==> config.mk <==
export PLATFORM = sky130hd
export DESIGN_NAME = dac_serializer
export DESIGN_NICKNAME = d
export VERILOG_FILES = /design/src/rtl/dac_out_pkg.sv /design/src/rtl/sample_scaler.sv /design/src/rtl/dac_serializer.sv
export SDC_FILE = /design/constraint.sdc
export NUM_CORES = 1
export LEC_CHECK = 0
export ABC_AREA = 0
export CORE_ASPECT_RATIO = 1.25
export CORE_UTILIZATION = 40
export CTS_CLUSTER_DIAMETER = 40
export DETAILED_ROUTE_END_ITERATION = 12
export PLACE_DENSITY = 0.72
export SLEW_MARGIN = 20
export SYNTH_ARGS = -nofsm -noshare
export SYNTH_HDL_FRONTEND = slang
export SYNTH_SLANG_ARGS = --single-unit
==> constraint.sdc <==
create_clock -name clock -period 2.2 [get_ports clock]
set_input_delay 0.22 -clock clock [delete_from_list [all_inputs] [get_ports clock]]
set_output_delay 0.22 -clock clock [all_outputs]
set_load 0.01 [all_outputs]
==> src/rtl/dac_out_pkg.sv <==
// Shared types and frame geometry for the DAC serializer and its scaler.
package dac_out_pkg;

    localparam int FRAME_BITS = 24;
    localparam int CMD_BITS   = 8;
    localparam int CODE_BITS  = FRAME_BITS - CMD_BITS;

    typedef enum logic [1:0] {
        IDLE  = 2'd0,
        SHIFT = 2'd1,
        GAP   = 2'd2
    } state_t;

endpackage

==> src/rtl/sample_scaler.sv <==
// Combinational gain shift and offset-binary conversion of a mixed sample.
// Saturation to 16 bits is enabled by defining DAC_SATURATE_EN; otherwise the code wraps.
module sample_scaler
    import dac_out_pkg::*;
#(
    parameter int GAIN_SHIFT = 7
) (
    input  logic signed [31:0]          i_sample,
    output logic        [CODE_BITS-1:0] o_code,
    output logic                        o_clipped
);

`ifdef DAC_SATURATE_EN
    localparam logic signed [31:0] CODE_MAX = 32'sd32767;
    localparam logic signed [31:0] CODE_MIN = -32'sd32768;

    logic signed [31:0] w_scaled;
    logic               w_hi;
    logic               w_lo;

    assign w_scaled = i_sample >>> GAIN_SHIFT;
    assign w_hi     = (w_scaled > CODE_MAX);
    assign w_lo     = (w_scaled < CODE_MIN);

    // Offset binary: flipping the sign bit maps -32768..32767 onto 0..65535.
    always_comb begin
        o_clipped = w_hi | w_lo;
        if (w_hi) begin
            o_code = 16'hFFFF;
        end else if (w_lo) begin
            o_code = 16'h0000;
        end else begin
            o_code = {~w_scaled[15], w_scaled[14:0]};
        end
    end
`else
    logic [CODE_BITS-1:0] w_low;

    assign w_low     = CODE_BITS'(i_sample >>> GAIN_SHIFT);
    assign o_code    = {~w_low[15], w_low[14:0]};
    assign o_clipped = 1'b0;
`endif

endmodule

==> src/rtl/dac_serializer.sv <==
// Serializes one scaled sample per frame as {DAC_CMD, code} over SPI mode 0.
// Optional output saturation is selected with the DAC_SATURATE_EN macro.
module dac_serializer
    import dac_out_pkg::*;
#(
    parameter int                  GAIN_SHIFT = 7,
    parameter int                  SCLK_DIV   = 2,
    parameter logic [CMD_BITS-1:0] DAC_CMD    = 8'h30
) (
    input  logic               clock,
    input  logic               reset,
    input  logic               sample_valid,
    input  logic signed [31:0] sample,
    output logic               spi_cs_n,
    output logic               spi_sclk,
    output logic               spi_mosi,
    output logic               busy,
    output logic               done,
    output logic               clipped,
    output logic               overrun
);

    localparam logic [3:0] DIV_LAST  = 4'(SCLK_DIV - 1);
    localparam logic [4:0] EDGE_LAST = 5'(FRAME_BITS - 1);

    state_t                r_state;
    state_t                w_state_next;
    logic [3:0]            r_div_cnt;
    logic [4:0]            r_edge_cnt;
    logic [FRAME_BITS-1:0] r_shift;
    logic                  r_sclk;
    logic                  r_done;
    logic                  r_clipped;
    logic                  r_overrun;

    logic [CODE_BITS-1:0]  w_code;
    logic                  w_clip;
    logic                  w_tick;
    logic                  w_fall;
    logic                  w_last_fall;
    logic                  w_load;

    sample_scaler #(
        .GAIN_SHIFT(GAIN_SHIFT)
    ) u_scaler (
        .i_sample (sample),
        .o_code   (w_code),
        .o_clipped(w_clip)
    );

    assign w_tick      = (r_div_cnt == DIV_LAST);
    assign w_fall      = (r_state == SHIFT) && w_tick && r_sclk;
    assign w_last_fall = w_fall && (r_edge_cnt == EDGE_LAST);
    assign w_load      = (r_state == IDLE) && sample_valid;

    always_comb begin
        w_state_next = r_state;
        spi_cs_n     = 1'b1;
        busy         = 1'b1;
        case (r_state)
            IDLE: begin
                busy = 1'b0;
                if (sample_valid) w_state_next = SHIFT;
            end
            SHIFT: begin
                spi_cs_n = 1'b0;
                if (w_last_fall) w_state_next = GAP;
            end
            GAP: begin
                if (w_tick) w_state_next = IDLE;
            end
            default: w_state_next = IDLE;
        endcase
    end

    always_ff @(posedge clock) begin
        if (reset) begin
            r_state <= IDLE;
        end else begin
            r_state <= w_state_next;
        end
    end

    always_ff @(posedge clock) begin
        if (reset) begin
            r_div_cnt  <= '0;
            r_edge_cnt <= '0;
            r_shift    <= '0;
            r_sclk     <= 1'b0;
            r_done     <= 1'b0;
            r_clipped  <= 1'b0;
            r_overrun  <= 1'b0;
        end else begin
            r_done <= 1'b0;
            if (w_load) begin
                r_shift    <= {DAC_CMD, w_code};
                r_clipped  <= w_clip;
                r_div_cnt  <= '0;
                r_edge_cnt <= '0;
                r_sclk     <= 1'b0;
            end else if (r_state == SHIFT) begin
                if (w_tick) begin
                    r_div_cnt <= '0;
                    r_sclk    <= ~r_sclk;
                    // Data advances only on falling SCLK so it is stable at each rising edge.
                    if (r_sclk) begin
                        r_shift    <= {r_shift[FRAME_BITS-2:0], 1'b0};
                        r_edge_cnt <= w_last_fall ? 5'd0 : r_edge_cnt + 5'd1;
                        r_done     <= w_last_fall;
                    end
                end else begin
                    r_div_cnt <= r_div_cnt + 4'd1;
                end
            end else if (r_state == GAP) begin
                r_div_cnt <= w_tick ? 4'd0 : r_div_cnt + 4'd1;
            end
            if (sample_valid && (r_state != IDLE)) r_overrun <= 1'b1;
        end
    end

    assign spi_sclk = r_sclk;
    assign spi_mosi = r_shift[FRAME_BITS-1];
    assign done     = r_done;
    assign clipped  = r_clipped;
    assign overrun  = r_overrun;

endmodule

==> impl_metrics.json, run 1 <==
{
  "initial_utilization_pct": 41.6,
  "criticalPathCategory": "reg2out",
  "power-per-cell-area_nw_per_um2": 830,
  "clock-root-buffer": "clkbuf_8",
  "fmax_mhz": 530,
  "rsz0062_at_grt": "no",
  "r2r_end": "r_edge_cnt[4]",
  "total_power_mw": 1.76,
  "ctsHoldBuffers": 0,
  "grt_usage_pct": 15.6,
  "slew_viol_final": 0,
  "finalCriticalPeriod_ns": 1.89,
  "seq_area_frac_synth_pct": 44.6,
  "start_kind": "flip-flop",
  "cts_resized": 0,
  "std_cell_rows": 26,
  "relSlewSlack_pct": 58.3,
  "wl_per_cell_um": 11.2,
  "min_period_over_period_pct": 85.8,
  "core_area_um2": 4100,
  "final_cells": 282,
  "netlist_area_um2": 1710,
  "clock-sinks": 38,
  "finish.net_count": 267,
  "worstHoldEndpoint": "r_shift[23]",
  "avgViaCountPerCell": 4.89,
  "antenna_found_initial": 0,
  "grt_start_max_net_pins": 26,
  "vias": 1378,
  "die_h_um": 75,
  "final_cell_area_um2": 2120,
  "wl_um": 3160,
  "dp_slack_ns": 0.424,
  "clkTransAtPathRegs_ns": 0.07,
  "area_growth_pct": 24.2,
  "r2r_start": "r_div_cnt[0]",
  "syn_inst": 202,
  "cp-end-kind": "output port",
  "cts_made_buffers": 5,
  "drc_errors": 0,
  "diodes": 0,
  "cts_setup_buffers": 0,
  "finalSetupViolCount": 0,
  "cts_max_level": 2,
  "hold_depth": 2,
  "gr-total-overflow": 0,
  "drive_gt1_share_pct": 9.29,
  "clockBufferDepth": 2,
  "worst_pin_slew_ns": 0.617,
  "clk_latency_ns": 0.29,
  "place_inst": 275,
  "ir_worst_vdd_v": 0.000346,
  "status": "finished, final reports clean",
  "syn_area_per_cell_um2": 8.44,
  "hpwl_um": 2130,
  "drv_cap": 0,
  "cts_tree": "built",
  "finalHoldViolations": 0,
  "ant_nets": 0,
  "worst_slack_ns": 0.313,
  "critical_path_required_ns": 1.98,
  "crit_fanout": 6,
  "placed_area_um2": 2010,
  "rr_worst_depth": 4,
  "die-area_um2": 4530,
  "io_pins": 42,
  "drtIter0Drc": 51,
  "port_buffers": 24,
  "crit_arrival_ns": 1.67,
  "timing.setup.tns_ns": 0,
  "drtPass1Iterations": 4,
  "grt_pass1_vias": 1207,
  "gp_congestion": 0.787,
  "ff2ff_setup_slack_ns": 0.41,
  "synth.net_count": 243,
  "p_leak_nw": 0.750,
  "synth_cell_types": 34,
  "die_x_um": 60.4,
  "skew_ns": 0.00662,
  "hold_start": "r_shift[22]",
  "synth.ff_latch_count": 38,
  "grt_pass1_wl_um": 5250,
  "yosys_warnings": 0,
  "worst_hold_path_type": "reg2reg"
}
==> state kept, by name, summed over array words and instances (netlist names) <==
register / flops
r_shift: 24
r_edge_cnt: 5
r_div_cnt: 4
r_state: 2
done: 1
overrun: 1
spi_sclk: 1
==> worst max-delay path by stage <==
| stage | from | endpoint | cells past startpoint |
|---|---|---|---|
| 2_1_floorplan | r_div_cnt[3] | r_state[0] | 4 |
| 3_3_place_gp | r_div_cnt[0] | r_state[0] | 4 |
| 3_5_place_dp | r_div_cnt[0] | r_edge_cnt[4] | 4 |
| 4_1_cts | r_state[0] | busy | 4 |
| 5_1_grt | r_state[0] | busy | 4 |
| 6_report | r_state[0] | busy | 4 |
==> worst max-delay path, cell delays in order, from the launching register on <==
cell and delay (ns):
dfxtp_1 0.38, inv_1 0.10, ha_1 0.27, inv_1 0.10, clkdlybuf4s50_1 0.54
==> power breakdown <==
part	total [mW]	switching (mW)	internal (mW)	leakage, nW
clock	0.594	0.231	0.362	0.0573
combinational	0.365	0.194	0.171	0.382
sequential	0.800	0.0419	0.758	0.311
==> synthesized netlist by cell type <==
cell type / instances / area (µm²)
dfxtp_1: 38 / 761
nand3b_1: 1 / 7.51
nor2_4: 1 / 11.3
xor2_1: 2 / 17.5
nand4_1: 2 / 12.5
a31oi_1: 3 / 18.8
xnor2_1: 5 / 43.8
clkbuf_1: 8 / 30.0
nand3_1: 4 / 20.0
nor2_1: 23 / 86.3
conb_1: 1 / 3.75
buf_4: 2 / 15.0
nor4_4: 1 / 21.3
buf_1: 1 / 3.75
nand2_1: 53 / 199
a311oi_1: 11 / 96.3
nor3_1: 4 / 20.0
nor4b_1: 1 / 8.76
nor3_2: 1 / 10.0
buf_6: 1 / 11.3
nand2b_1: 3 / 18.8
a21oi_1: 11 / 55.1
or4b_4: 1 / 13.8
ha_1: 6 / 75.1
a311oi_2: 3 / 45.0
a31o_2: 1 / 8.76
and4b_1: 1 / 10.0
or3b_1: 1 / 8.76
mux2i_1: 2 / 20.0
nor4_1: 1 / 6.26
and2_1: 1 / 6.26
inv_1: 6 / 22.5
a221oi_1: 1 / 8.76
a21oi_2: 1 / 8.76
==> placed cells by master (no fill, tap or decap), types with 4 or more instances in the layout <==
| master | n |
|---|---|
| ha_1 | 6 |
| nor3_1 | 4 |
| clkbuf_8 | 6 |
| dfxtp_1 | 38 |
| nand3_1 | 4 |
| a21oi_1 | 11 |
| nor2_1 | 23 |
| buf_4 | 4 |
| xnor2_1 | 5 |
| inv_1 | 6 |
| nand2_1 | 53 |
| a311oi_1 | 11 |
| clkdlybuf4s50_1 | 24 |
==> cell type report <==
type	instances	area, µm²
Clock buffer	6	82.6
Clock inverter	1	30.0
Fill cell	403	1980
Inverter	6	22.5
Multi-Input combinational cell	146	862
Sequential cell	38	761
Tap cell	56	70.1
Timing Repair Buffer	29	290
==> metrics by stage <==
step                      hold slack (ns)  util, %
after floorplan                     0.365        -
after global placement              0.445     48.9
after detailed placement            0.448     48.9
after CTS                           0.460     51.7
after global routing                0.482     51.7
final                               0.454     51.7
==> per-layer routing <==
layer	share of wire, %	routed length, µm	track usage, %	up-vias
li1	-	-	-	736
met1	51	1620	20.6	613
met2	44	1400	24.1	25
met3	3.3	103	4.12	4
met4	1.2	39	6.20	0
met5	0	0	0	-
==> cell families after synthesis <==
group           Yosys count  synth area share [%]
mux                       2                  1.17
simple gates             99                  27.0
buf+inv                  18                  4.84
compound gates           31                  14.2
xor+xnor                  7                  3.60
fa+ha+maj                 6                  4.40
other cells               1                 0.220
flops                    38                  44.6
Note: power is estimated with default switching activity, not from simulation.
==> run 2, diff against run 1 <==
Settings changed: RECOVER_POWER set to 25.
Clock period 2.2 ns to 1.85 ns, I/O delays scaled along.
==> run 2 against run 1 <==
Effect of this change:
- first-iteration DRC count rose by 14%
- register-to-register slack got worse by 0.26 ns
- sequential cell count did not move
- routed wire length rose by 2.5%
- power rose by 14%
- sequential power rose by 19%
- sequential share of layout area fell by 0.48 points
- die area did not move
- worst setup slack got worse by 0.20 ns
- final area rose by 1.5%
- critical path depth did not move
- critical path type unchanged
- largest cell class unchanged
- highest routed layer unchanged
==> impl_metrics.json, run 2 (synthesis gave the netlist of run 1 again) <==
{
  "drive_gt1_share_pct": 11.3,
  "grt_usage_pct": 16.0,
  "drv_cap": 0,
  "crit_fanout": 4,
  "drtIter0Drc": 58,
  "start_kind": "flip-flop",
  "timing.setup.tns_ns": 0,
  "skew_ns": 0.00393,
  "crit_arrival_ns": 1.55,
  "fmax_mhz": 576,
  "clock-sinks": 38,
  "fillCellCount": 394,
  "finalCriticalPeriod_ns": 1.74,
  "placed_area_um2": 2050,
  "initial_utilization_pct": 41.6,
  "grt_pass1_vias": 1308,
  "drt-met1-wl_um": 1630,
  "cts_made_buffers": 5,
  "status": "finished, final reports clean",
  "largest-register": "r_shift",
  "top_layer": "met4",
  "worst_slack_ns": 0.113,
  "die_h_um": 75,
  "pwr-share-seq_pct": 47.5,
  "clockBufferDepth": 2,
  "grt_pass1_wl_um": 5490,
  "cts_max_level": 2,
  "finalSetupViolCount": 0,
  "clk_latency_ns": 0.29,
  "clock-root-buffer": "clkbuf_8",
  "ir_worst_vdd_v": 0.000464,
  "final_cells": 286,
  "worst_hold_path_type": "reg2reg",
  "diodes": 0,
  "combPwrFrac_pct": 23.1,
  "area_growth_pct": 26.1,
  "wl_um": 3240,
  "ctsHoldBuffers": 0,
  "clkTransAtPathRegs_ns": 0.07,
  "wl_met3_um": 86,
  "p_int_mw": 1.43,
  "regArea_um2": 762,
  "antenna_found_initial": 0,
  "place_inst": 278,
  "power-per-cell-area_nw_per_um2": 931,
  "cts_tree": "built",
  "min_period_over_period_pct": 93.9,
  "largest_reg_flops": 24,
  "wl_met2_um": 1460,
  "die-area_um2": 4530,
  "biggestRegsByFlops": "r_shift x24, r_edge_cnt x5, r_div_cnt x4",
  "core_area_um2": 4100,
  "grt_start_max_net_pins": 33,
  "ant_nets": 0,
  "slew_viol_final": 0,
  "hpwl_um": 2200,
  "gp_congestion": 0.746,
  "switching_share_pct": 28.8,
  "avgViaCountPerCell": 4.94,
  "layout_common_cells": "53 x nand2_1, 37 x dfxtp_1, 23 x nor2_1, 19 x clkdlybuf4s50_1",
  "wl_per_cell_um": 11.3,
  "io_pins": 42,
  "clkPwrFrac_pct": 29.4,
  "layout_commonest_cell": "nand2_1",
  "final_cell_area_um2": 2150,
  "cts_setup_buffers": 0,
  "p_leak_nw": 0.790,
  "multi_input_area_um2": 865,
  "cp-end-kind": "output port",
  "p_sw_uw": 577,
  "criticalPathCategory": "reg2out",
  "std_cell_rows": 26,
  "finish.net_count": 270,
  "die_x_um": 60.4,
  "port_buffers": 24,
  "total_power_mw": 2.00,
  "dp_slack_ns": 0.0982,
  "drc_errors": 0,
  "gr-total-overflow": 0,
  "drtPass1Iterations": 4,
  "rsz0062_at_grt": "no",
  "critical_path_required_ns": 1.66,
  "finalHoldViolations": 0,
  "vias": 1414
}
==> run 2: cell count changes in the layout (fill, tap and decap cells not counted), sizes merged <==
cell,delta
clkinv,+1
clkinvlp,+1
clkdlybuf4s50,-5
bufinv,-1
dlymetal6s2s,+1
clkbuf,+1
dlygate4sd3,+4
buf,+2
==> run 2: power by group through the flow <==
stage | registers [mW] | clock network (mW) | logic [mW]
after CTS | 0.950 | 0.606 | 0.471
final | 0.951 | 0.590 | 0.462
after detailed placement | 0.965 | 0 | 0.468
after floorplan | 0.960 | 0 | 0.294
after global routing | 0.960 | 0.644 | 0.518
after global placement | 0.964 | 0 | 0.462
==> run 2: per-layer routing <==
layer	vias to the layer above	global-route usage, %
li1	738	-
met1	649	20.3
met2	22	25.8
met3	5	3.61
met4	0	6.98
met5	-	0
==> run 2: repair_timing <==
item / CTS / global route
resized for setup: 1 / 3
hold endpoints to repair: 0 / 0
pin swaps: 0 / 1
setup endpoints to repair: 1 / 3
==> run 2: final timing paths <==
check | cells past startpoint | endpoint | from | slack, ns
max | 4 | spi_cs_n | r_state[1] | 0.11
min | 2 | r_shift[17] | r_shift[16] | 0.45
max reg2reg | 5 | r_shift[5] | r_div_cnt[3] | 0.15
min reg2reg | 2 | r_shift[17] | r_shift[16] | 0.45
==> run 2: critical path, stage by stage (launching register included) <==
cell and delay [ns]:
dfxtp_1 0.36, inv_1 0.10, ha_2 0.21, inv_1 0.07, clkdlybuf4s50_1 0.53
==> run 2: final cells by class <==
class / count / share of cell area, %
inverters: 6 / 1.05
repair buffers: 32 / 15.6
multi-input cells: 146 / 40.2
well taps: 56 / 3.26
clock buffers: 6 / 3.84
clock inverters: 2 / 0.582
flip-flops and latches: 38 / 35.4
==> run 2: metrics by stage <==
step                utilization [%]  hold slack [ns]
floorplan                         -            0.330
global placement               50.1            0.434
detailed placement             50.1            0.442
CTS                            52.4            0.453
global route                   52.5            0.475
finish                         52.5            0.450
==> run 3, diff against run 2 <==
Settings changed: CORE_MARGIN set to 4, PLACE_DENSITY 0.72 to 0.67.
==> run 3 against run 2 <==
Effect of this change:
- final area up 1.3%
- routed wire length up 4.0%
- fmax up 0.63%
- power up 5.0%
- critical path type unchanged
- critical endpoint unchanged
- largest cell class unchanged
==> impl_metrics.json, run 3 (synthesis gave the netlist of run 1 again) <==
{
  "clk_latency_ns": 0.28,
  "clockBufferDepth": 2,
  "area_growth_pct": 27.8,
  "utilization_pct": 53.2,
  "place_inst": 279,
  "p_leak_nw": 0.803,
  "total_power_mw": 2.10,
  "criticalPathCategory": "reg2out",
  "clock-sinks": 38,
  "clkTransAtPathRegs_ns": 0.08,
  "cts_max_level": 2,
  "largest-register": "r_shift",
  "finalCriticalPeriod_ns": 1.73,
  "slew_viol_final": 0,
  "cts_made_buffers": 5,
  "cp-end-kind": "output port",
  "vias": 1402,
  "antenna_found_initial": 0,
  "cpLargestDelayFamily": "buffers and inverters",
  "slowest_delay_ns": 0.53,
  "gp_congestion": 0.725,
  "timing.setup.tns_ns": 0,
  "critical_path_required_ns": 1.66,
  "drtPass1Iterations": 4,
  "final_cell_area_um2": 2180,
  "die_h_um": 81,
  "fillCellCount": 424,
  "grt_start_max_net_pins": 33,
  "diodes": 0,
  "r2r_start": "r_div_cnt[3]",
  "largest_reg_flops": 24,
  "cts_setup_buffers": 0,
  "core_area_um2": 4100,
  "regArea_um2": 763,
  "hold_depth": 2,
  "multi_input_area_um2": 865,
  "dp_slack_ns": 0.141,
  "crit_arrival_ns": 1.54,
  "die_x_um": 66.4,
  "grt_usage_pct": 14.1,
  "holdWs_ns": 0.453,
  "initial_utilization_pct": 41.6,
  "skew_ns": 0.00436,
  "finalHoldViolations": 0,
  "crit_fanout": 4,
  "wl_per_cell_um": 11.7,
  "clock-root-buffer": "clkbuf_8",
  "rr_worst_depth": 5,
  "avgViaCountPerCell": 4.89,
  "port_buffers": 24,
  "power-per-cell-area_nw_per_um2": 964,
  "grt_pass1_vias": 1426,
  "finalSetupViolCount": 0,
  "drv_cap": 0,
  "drtIter0Drc": 78,
  "gr-total-overflow": 0,
  "placed_area_um2": 2060,
  "fmax_mhz": 579,
  "drive_gt1_share_pct": 12.6,
  "cts_tree": "built",
  "min_period_over_period_pct": 93.3,
  "hold_start": "r_shift[18]",
  "cp_cell_sequence": "inv_1, ha_2, inv_1, clkdlybuf4s50_1",
  "worstHoldEndpoint": "r_shift[19]",
  "rsz0062_at_grt": "no",
  "r2r_end": "r_shift[5]",
  "hpwl_um": 2400,
  "wl_um": 3370,
  "ant_nets": 0,
  "layout_commonest_cell": "nand2_1",
  "ir_worst_vdd_v": 0.000384,
  "worst_hold_path_type": "reg2reg",
  "final_cells": 287,
  "die-area_um2": 5380,
  "finish.net_count": 271,
  "grt_pass1_wl_um": 6000,
  "layout_common_cells": "53 x nand2_1, 36 x dfxtp_1, 23 x nor2_1, 19 x clkdlybuf4s50_1",
  "worst_slack_ns": 0.124,
  "std_cell_rows": 26,
  "drc_errors": 0,
  "critical_path_buf_inv_count": 3,
  "critPathSlowestCell": "clkdlybuf4s50_1",
  "io_pins": 42,
  "ff2ff_setup_slack_ns": 0.15,
  "path_common_cell": "inv_1",
  "status": "finished, final reports clean",
  "start_kind": "flip-flop",
  "biggestRegsByFlops": "r_shift x24, r_edge_cnt x5, r_div_cnt x4"
}
==> run 3: worst max-delay path by stage <==
stage | startpoint | endpoint | slack [ns] | cells past startpoint
finish | r_state[1] | spi_cs_n | 0.12 | 4
global route | r_div_cnt[3] | r_state[0] | 0.03 | 4
CTS | r_state[1] | spi_cs_n | 0.04 | 4
detailed placement | r_div_cnt[0] | r_shift[5] | 0.14 | 5
global placement | r_div_cnt[0] | r_shift[5] | 0.14 | 5
floorplan | r_div_cnt[3] | r_state[0] | 0.22 | 4
==> run 3: power breakdown <==
group	internal (mW)	switching (mW)	total, mW
sequential	0.904	0.0531	0.957
clock	0.401	0.290	0.691
combinational	0.217	0.237	0.454
total	1.52	0.580	2.10
==> run 3: worst min-delay path: stages (launching register included) <==
cell and delay (ns):
dfxtp_1 0.31, nand2_1 0.05, a21oi_1 0.05
==> run 3: final cells by class <==
class,instances,share of cell area (%)
well taps,56,3.21
multi-input cells,146,39.7
flip-flops and latches,38,35.0
inverters,6,1.03
clock buffers,5,3.16
clock inverters,3,2.07
repair buffers,33,15.8
==> run 3: what timing repair did <==
item / CTS / global route
hold buffers: 0 / 0
setup endpoints to repair: 1 / 4
resized for setup: 2 / 3
==> run 3: routing by layer <==
| metal | track usage (%) | part of all wire (%) | vias to the layer above |
|---|---|---|---|
| met1 | 16.2 | 45 | 635 |
| li1 | - | - | 745 |
| met3 | 2.21 | 3.4 | 4 |
| met4 | 6.71 | 1.7 | 0 |
| met2 | 25.1 | 50 | 18 |
| met5 | 0 | 0 | - |
